[config.mk]
export PLATFORM = sky130hd
export DESIGN_NAME = demo_ctrl_multi
export DESIGN_NICKNAME = d
export VERILOG_FILES = /design/src/rtl/demo_ctrl_multi.sv
export SDC_FILE = /design/constraint.sdc
export NUM_CORES = 1
export LEC_CHECK = 0
export BUFFER_PORTS_ARGS = -buffer_cell sky130_fd_sc_hd__buf_2
export CORE_MARGIN = 1.5
export CORE_UTILIZATION = 47
export DETAILED_ROUTE_END_ITERATION = 16
export PLACE_DENSITY = 0.8
export RECOVER_POWER = 25
export SETUP_SLACK_MARGIN = 0.1
export SYNTH_ARGS = -nofsm -noshare
export SYNTH_HDL_FRONTEND = slang
export SYNTH_SLANG_ARGS = --single-unit
[constraint.sdc]
create_clock -name clk -period 1.9 [get_ports clk]
set_clock_uncertainty 0.1 [all_clocks]
set_input_delay 0.095 -clock clk [delete_from_list [all_inputs] [get_ports clk]]
set_output_delay 0.095 -clock clk [all_outputs]
set_load 0.01 [all_outputs]
[src/rtl/demo_ctrl_multi.sv]
// demo_ctrl_multi: per-channel push-button front end (synchroniser, debouncer,
// edge detector) feeding small channel FSMs that share one bus master through
// a round-robin arbiter. Only one bus transaction is outstanding at a time.
module demo_ctrl_multi #(
  parameter int NCH        = 2,
  parameter int ADDR_W     = 12,
  parameter int DATA_W     = 8,
  parameter int DEB_CYCLES = 16,
  parameter int TIMEOUT    = 255
) (
  input  logic                  clk,
  input  logic                  rst,
  input  logic [NCH-1:0]        start_n,
  input  logic [NCH-1:0]        mode,
  output logic [NCH-1:0]        ready,
  output logic [NCH-1:0]        err,
  output logic [NCH*DATA_W-1:0] led,
  output logic                  req_valid,
  input  logic                  req_ready,
  output logic                  req_write,
  output logic [ADDR_W-1:0]     req_addr,
  output logic [DATA_W-1:0]     req_wdata,
  input  logic                  rsp_valid,
  input  logic [DATA_W-1:0]     rsp_rdata
);

  localparam int DCW = $clog2(DEB_CYCLES + 1);
  localparam int TW  = $clog2(TIMEOUT + 1);
  localparam int PW  = (NCH > 1) ? $clog2(NCH) : 1;

  typedef enum logic [1:0] {
    IDLE  = 2'd0,
    PEND  = 2'd1,
    ISSUE = 2'd2,
    RESP  = 2'd3
  } state_t;

  // Button front end
  logic [NCH-1:0]    sync1;
  logic [NCH-1:0]    sync2;
  logic [NCH-1:0]    deb;        // 1 = debounced "pressed"
  logic [NCH-1:0]    deb_prev;
  logic [NCH-1:0]    press_ev;
  logic [DCW-1:0]    deb_cnt [NCH];

  // Channel state
  state_t            state_q [NCH];
  state_t            state_d [NCH];
  logic [NCH-1:0]    mode_q;
  logic [DATA_W-1:0] wcnt [NCH];

  // Arbiter / bus bookkeeping
  logic [PW-1:0]     rr_ptr;     // first channel to consider at the next grant
  logic [TW-1:0]     timer;
  logic              outstanding;
  logic              in_resp;
  logic              grant_any;
  logic [PW-1:0]     grant_idx;
  logic              hs;
  logic              tmo_hit;
  int                idx;

  // Synchronise the raw buttons and debounce: the level flips only after
  // DEB_CYCLES consecutive samples that disagree with the current level.
  always_ff @(posedge clk) begin
    if (rst) begin
      sync1    <= '1;
      sync2    <= '1;
      deb      <= '0;
      deb_prev <= '0;
      for (int c = 0; c < NCH; c++) begin
        deb_cnt[c] <= '0;
      end
    end else begin
      sync1    <= start_n;
      sync2    <= sync1;
      deb_prev <= deb;
      for (int c = 0; c < NCH; c++) begin
        // sample high while pressed, or low while released, is a disagreement
        if (sync2[c] == deb[c]) begin
          if (deb_cnt[c] == DCW'(DEB_CYCLES - 1)) begin
            deb[c]     <= ~deb[c];
            deb_cnt[c] <= '0;
          end else begin
            deb_cnt[c] <= deb_cnt[c] + DCW'(1);
          end
        end else begin
          deb_cnt[c] <= '0;
        end
      end
    end
  end

  // One event per debounced press; holding the button keeps deb high.
  assign press_ev = deb & ~deb_prev;

  // Arbitration and per-channel next-state logic.
  always_comb begin
    hs          = req_valid & req_ready;
    outstanding = 1'b0;
    in_resp     = 1'b0;
    grant_any   = 1'b0;
    grant_idx   = '0;
    idx         = 0;
    for (int c = 0; c < NCH; c++) begin
      outstanding = outstanding | (state_q[c] == ISSUE) | (state_q[c] == RESP);
      in_resp     = in_resp | (state_q[c] == RESP);
    end
    tmo_hit = in_resp & ~rsp_valid & (timer == TW'(TIMEOUT - 1));
    // search starts at rr_ptr, which points just past the last grant
    for (int k = 0; k < NCH; k++) begin
      idx = (int'(rr_ptr) + k) % NCH;
      if (!outstanding && !grant_any && (state_q[idx] == PEND)) begin
        grant_any = 1'b1;
        grant_idx = PW'(idx);
      end else begin
        grant_any = grant_any;
      end
    end
    for (int c = 0; c < NCH; c++) begin
      state_d[c] = state_q[c];
      case (state_q[c])
        IDLE: begin
          if (press_ev[c]) state_d[c] = PEND;
          else             state_d[c] = IDLE;
        end
        PEND: begin
          if (grant_any && (grant_idx == PW'(c))) state_d[c] = ISSUE;
          else                                    state_d[c] = PEND;
        end
        ISSUE: begin
          if (hs) state_d[c] = mode_q[c] ? IDLE : RESP;
          else    state_d[c] = ISSUE;
        end
        RESP: begin
          if (rsp_valid || tmo_hit) state_d[c] = IDLE;
          else                      state_d[c] = RESP;
        end
        default: state_d[c] = IDLE;
      endcase
    end
  end

  // Channel registers: state, latched mode, write counter, LEDs, flags.
  always_ff @(posedge clk) begin
    if (rst) begin
      mode_q <= '0;
      ready  <= '1;
      err    <= '0;
      led    <= '0;
      for (int c = 0; c < NCH; c++) begin
        state_q[c] <= IDLE;
        wcnt[c]    <= DATA_W'(1);
      end
    end else begin
      for (int c = 0; c < NCH; c++) begin
        state_q[c] <= state_d[c];
        ready[c]   <= (state_d[c] == IDLE);
        if ((state_q[c] == IDLE) && press_ev[c]) begin
          mode_q[c] <= mode[c];
          err[c]    <= 1'b0;
        end
        if ((state_q[c] == ISSUE) && hs && mode_q[c]) begin
          led[c*DATA_W +: DATA_W] <= req_wdata;
          wcnt[c]                 <= wcnt[c] + DATA_W'(1);
        end
        if ((state_q[c] == RESP) && rsp_valid) begin
          led[c*DATA_W +: DATA_W] <= rsp_rdata;
        end
        if ((state_q[c] == RESP) && tmo_hit) begin
          err[c] <= 1'b1;
        end
      end
    end
  end

  // Bus master: payload loaded at grant and held until the handshake;
  // req_valid is a flop so req_ready never reaches it combinationally.
  always_ff @(posedge clk) begin
    if (rst) begin
      req_valid <= 1'b0;
      req_write <= 1'b0;
      req_addr  <= '0;
      req_wdata <= '0;
      rr_ptr    <= '0;
      timer     <= '0;
    end else begin
      if (grant_any) begin
        req_valid <= 1'b1;
        req_write <= mode_q[grant_idx];
        req_addr  <= ADDR_W'(grant_idx);
        req_wdata <= wcnt[grant_idx];
        rr_ptr    <= (grant_idx == PW'(NCH - 1)) ? PW'(0) : grant_idx + PW'(1);
      end else if (hs) begin
        req_valid <= 1'b0;
      end
      if (hs) begin
        timer <= '0;
      end else if (in_resp) begin
        timer <= timer + TW'(1);
      end
    end
  end

endmodule
Word-level counts from Yosys, hierarchy flattened --
Memory sizes are Yosys's and may differ from the RTL's. A register that Yosys moved wholly into a read port is not among the register bits. Index checks and enable logic that the tools add are counted.
Storage, ports and cells: logic and storage cells 165, memories kept 3, output and inout bits 42, bits of input ports 16, bits in writable memories 30, register bits after elaboration 42
Cells by class: add/sub/neg operators 7, muxes and demuxes 71, magnitude comparators 1, reduce and logical (&&, ||, !) cells 30, bitwise logic cells 23, equal/unequal tests 13
Memories:
- wcnt | depth 2, bits a word 8, read ports 3, clocked after memory_dff 1, wr ports 2, RTL line 50 | logic [DATA_W-1:0] wcnt [NCH];
- deb_cnt | depth 2, bits a word 5, read ports 2, clocked after memory_dff 0, wr ports 2, RTL line 44 | logic [DCW-1:0] deb_cnt [NCH];
- state_q | depth 2, bits a word 2, read ports 4, clocked after memory_dff 1, wr ports 2, RTL line 47 | state_t state_q [NCH];
Operators by type and width (count):
- $mux 1 | 48
- $mux 8 | 6
- $mux 5 | 6
- $add 8x1->8 const B | 3
- $mux 2 | 9
- $pmux 2 s4 | 2
- $logic_and 1x1->1 | 15
- $or 1x1->1 | 14
- $add 5x1->5 const B | 2
- $eq 5x4->1 const B | 2
- $reduce_bool 2->1 | 5
- $eq 2x1->1 const B | 4
- $eq 2x2->1 const B | 4
- $eq 8x8->1 const B | 1
- $logic_not 2->1 | 4
- $not 1->1 | 4
- $reduce_and 2->1 | 2
- $and 1x1->1 | 3
- $add 1x1->1 const B | 2
- $and 2x2->2 | 1
- $eq 1x1->1 | 2
- $logic_not 1->1 | 2
- $lt 1x2->1 const B | 1
- $not 2->2 | 1
- other kinds (2) | 2

Depth between registers and ports, before layout --
An unclocked memory read counts as a cell.
word-level depth 17, depth in mapped cells 6, depth with buffers taken out 6

Worst setup path after synthesis --
No wires, ideal clock.
path kind reg2reg, start mem deb_cnt[0][0] in the netlist's numbering, end mem deb_cnt[0][2] in the netlist's numbering, data pin, clock period less this slack 1688 ps, cell stages (with the launch flop) 6, arrival time 1449 ps, buffers on the path 0, setup slack 212 ps, data required time 1661 ps, setup time 139 ps, cells stage by stage edfxtp_1 > ha_1 > and3_1 > ha_1 > or3_1 > nor2_1
RTL lines (RTL line):
- start: declaration | 44

==> flow_summary.yaml <==
outcome:
  status: "finished clean"
global_route:
  largest_net_degree_at_the_start_of_global_routing: 23
  grt_pass1_wl_um: 13100
  global_route.overflow_total: 0
  initial_antenna_violation_count: 0
  total_routing_usage_gr_pct: 19.0
  first_global_vias: 2873
place:
  globalplace.congestion: 0.812
  number_of_buffers_inserted_by_port_buffering: 46
  hpwl_um: 5530
  dp_slack_ns: 0.0643
  place_inst: 529
cells_and_area:
  final-instance-count-excl-fill: 561
  syn_to_final_growth_pct: 18.7
  n_antenna_cell: 0
  layout.core_utilization_pct: 58.0
  drive_above_1_share_pct: 16.1
  layout.nets: 478
  fillerInstances: 652
floorplanning:
  die_height_um: 92.9
  fp-row-count: 32
  initial_util_pct: 48.9
  i_o_pin_cnt: 58
  chipWidth_um: 92.9
  dieArea_sq_um: 8630
  core_sq_um: 7770
setup_path:
  required_ns: 2.01
  worst-r2r-setup-slack_ns: 0.14
  critical_path.startpoint_type: "flip-flop"
  timing.setup.critical_path_class: "flip-flop to flip-flop"
  critPathCaptureType: "flip-flop"
  crit_fanout: 5
  data_arrival_at_the_endpoint_of_the_critical_path_ns: 1.87
  rr_worst_depth: 5
yosys:
  yosys_register_bits: 81
  synth-main-ff-cell: "dfxtp_1"
  synth-edff-count: 26
  syn-mean-instance-area_sq_um: 10.0
  synthTopCellsByCount: "nor2_1 (56), dfxtp_1 (55), edfxtp_1 (26), nand3_1 (25), nand2_1 (21)"
  yosys.cell_count.top_type: "nor2_1"
  synth_top_area_cell: "dfxtp_1"
  synth_top_area_share_pct: 29.0
  synth_seq_area_share_pct: 49.6
  synthCells: 379
  yosysWarnings: 0
  netlist_top_cells_area: "dfxtp_1 (29%), edfxtp_1 (21%), nor2_1 (5.5%)"
  asyncSetResetFlopFracSynth_pct: 0
  ys_types: 55
  mappedNetlistArea_sq_um: 3800
detailed_routing:
  drtAntennaViolNets: 0
  via_per_inst: 5.24
  via_count: 2938
  remaining_drc_errors: 0
  detail_route.iter0.violations: 218
  routedWlPerCell_um: 14.0
  detail_route.first_pass.iterations: 4
  routed_wl_um: 7840
timing:
  layout_min_cycle_time_ns: 1.76
  finalHoldViolCount: 0
  setup_ws_ns: 0.143
  total_negative_setup_slack_ns: 0
  max_freq_mhz: 569
  rsz0062_at_grt: "no"
  setup-violations-final: 0
  timing.final.crit_share_pct: 92.5
  final-max-slew-violation-count: 0
clock_tree:
  cts.clk_slew.worst_paths_ns: 0.08
  cts-buffers-inserted: 9
  cts_htree_levels: 3
  root_buffer: "clkbuf_8"
  clk-insertion-delay-late_ns: 0.35
  clk_path_buf_depth: 2
  clkSinkCount: 81
  cts_tree: "built"
power_and_ir_drop:
  p_comb_share_pct: 4.7
  p_leak_nw: 1.75
  irDropWorstVdd_uv: 470
  internal_power_mw: 2.62
  share_clk_of_total_power_pct: 40.8
  cellPowerDensity_nw_per_um2: 746
  switching_share_pct: 22.1
  netSwitchingPower_mw: 0.743
  p_seq_share_pct: 54.6
min_path:
  min_delay_path_depth: 2
  hp-class: "primary input to flip-flop"
run:
  cap_viol_max_count: 0
-- power groups by stage --
stage | clock network, mW | registers (mW) | logic (mW)
2_1_floorplan | 0 | 1.87 | 0.102
3_3_place_gp | 0 | 1.87 | 0.124
3_5_place_dp | 0 | 1.87 | 0.127
4_1_cts | 1.40 | 1.83 | 0.150
5_1_grt | 1.48 | 1.84 | 0.175
6_report | 1.37 | 1.83 | 0.157
-- cells in the final DEF, fill, tap and decap left out, drive strengths merged, types with 3 or more instances in the layout --
master	count
nor2	56
nor2b	4
nor3b	11
mux2i	8
xor2	18
ha	8
clkinv	3
edfxtp	26
and3	7
nand2	22
buf	37
o21ai	3
or2	5
xnor2	7
a311oi	8
a221o	9
clkbuf	35
a211oi	11
a21oi	13
a21o	3
nand3	25
and2	4
conb	21
dlygate4sd3	13
dfxtp	55
inv	9
nor4b	3
nand4	4
-- flip-flops by register name, indices dropped and copies added (netlist names), named ones only --
register / count
wcnt: 16
deb_prev: 2
req_valid: 1
req_write: 1
rr_ptr: 1
req_wdata: 8
timer: 8
sync1: 2
ready: 2
state_q: 4
deb_cnt: 10
deb: 2
led: 16
req_addr: 1
sync2: 2
err: 2
mode_q: 2
-- cell families after synthesis --
| kind of cell | Yosys count | share of synthesized area, % |
|---|---|---|
| and+or+nand+nor | 153 | 20.7 |
| xor gates and xnor gates | 25 | 5.77 |
| DFF | 81 | 49.6 |
| adders and majority gates | 8 | 2.64 |
| muxes | 9 | 2.41 |
| other | 2 | 0.198 |
| AOI/OAI and AO/OA | 62 | 12.7 |
| buffers and inverters | 39 | 6.06 |
-- layout make-up --
class,count,area [sq um],area share [%]
multi-input cells,278,1790,39.7
clock inverters,7,93.8,2.08
inverters,8,30.0,0.666
clock buffers,9,124,2.75
flip-flops and latches,81,1880,41.8
repair buffers,76,459,10.2
well taps,102,128,2.83
-- layer usage --
layer,track usage [%],wire length [um],share of wire (%)
met2,31.1,3730,48
met1,24.6,3680,47
met4,7.83,87,1.1
met3,3.28,341,4.3
met5,0,0,0
-- critical path, stage by stage, from the launching register on --
cell	delay [ns]
edfxtp_1	0.39
ha_1	0.23
and3_1	0.17
ha_2	0.20
or3_4	0.40
nor2_1	0.13
-- what timing repair did --
| action | CTS | global route |
|---|---|---|
| endpoints found under the hold margin | 21 | 0 |
| endpoints found under the setup margin | 11 | 27 |
| hold buffers | 13 | 0 |
| resized for setup | 4 | 8 |
| buffers inserted | 0 | 3 |
| pin swaps | 0 | 1 |
| gates cloned | 0 | 0 |
-- through the flow --
step,total power [mW],area (sq um),hold WS [ns]
2_1_floorplan,1.97,3870,0.0988
3_3_place_gp,2.00,4130,0.184
3_5_place_dp,2.00,4130,0.184
4_1_cts,3.38,4500,0.0497
5_1_grt,3.49,4510,0.0830
6_report,3.36,4510,0.0656
-- final timing paths --
path                          startpoint                     endpoint
max          deb_cnt[0][0]$_SDFFCE_PP0P_  deb_cnt[0][3]$_SDFFCE_PP0P_
min                                  rst     req_addr[0]$_SDFFE_PP0P_
max reg2reg  deb_cnt[0][0]$_SDFFCE_PP0P_  deb_cnt[0][3]$_SDFFCE_PP0P_
min reg2reg          sync1[1]$_SDFF_PP1_          sync2[1]$_SDFF_PP1_
No activity file was read; power rests on OpenSTA's default activity.
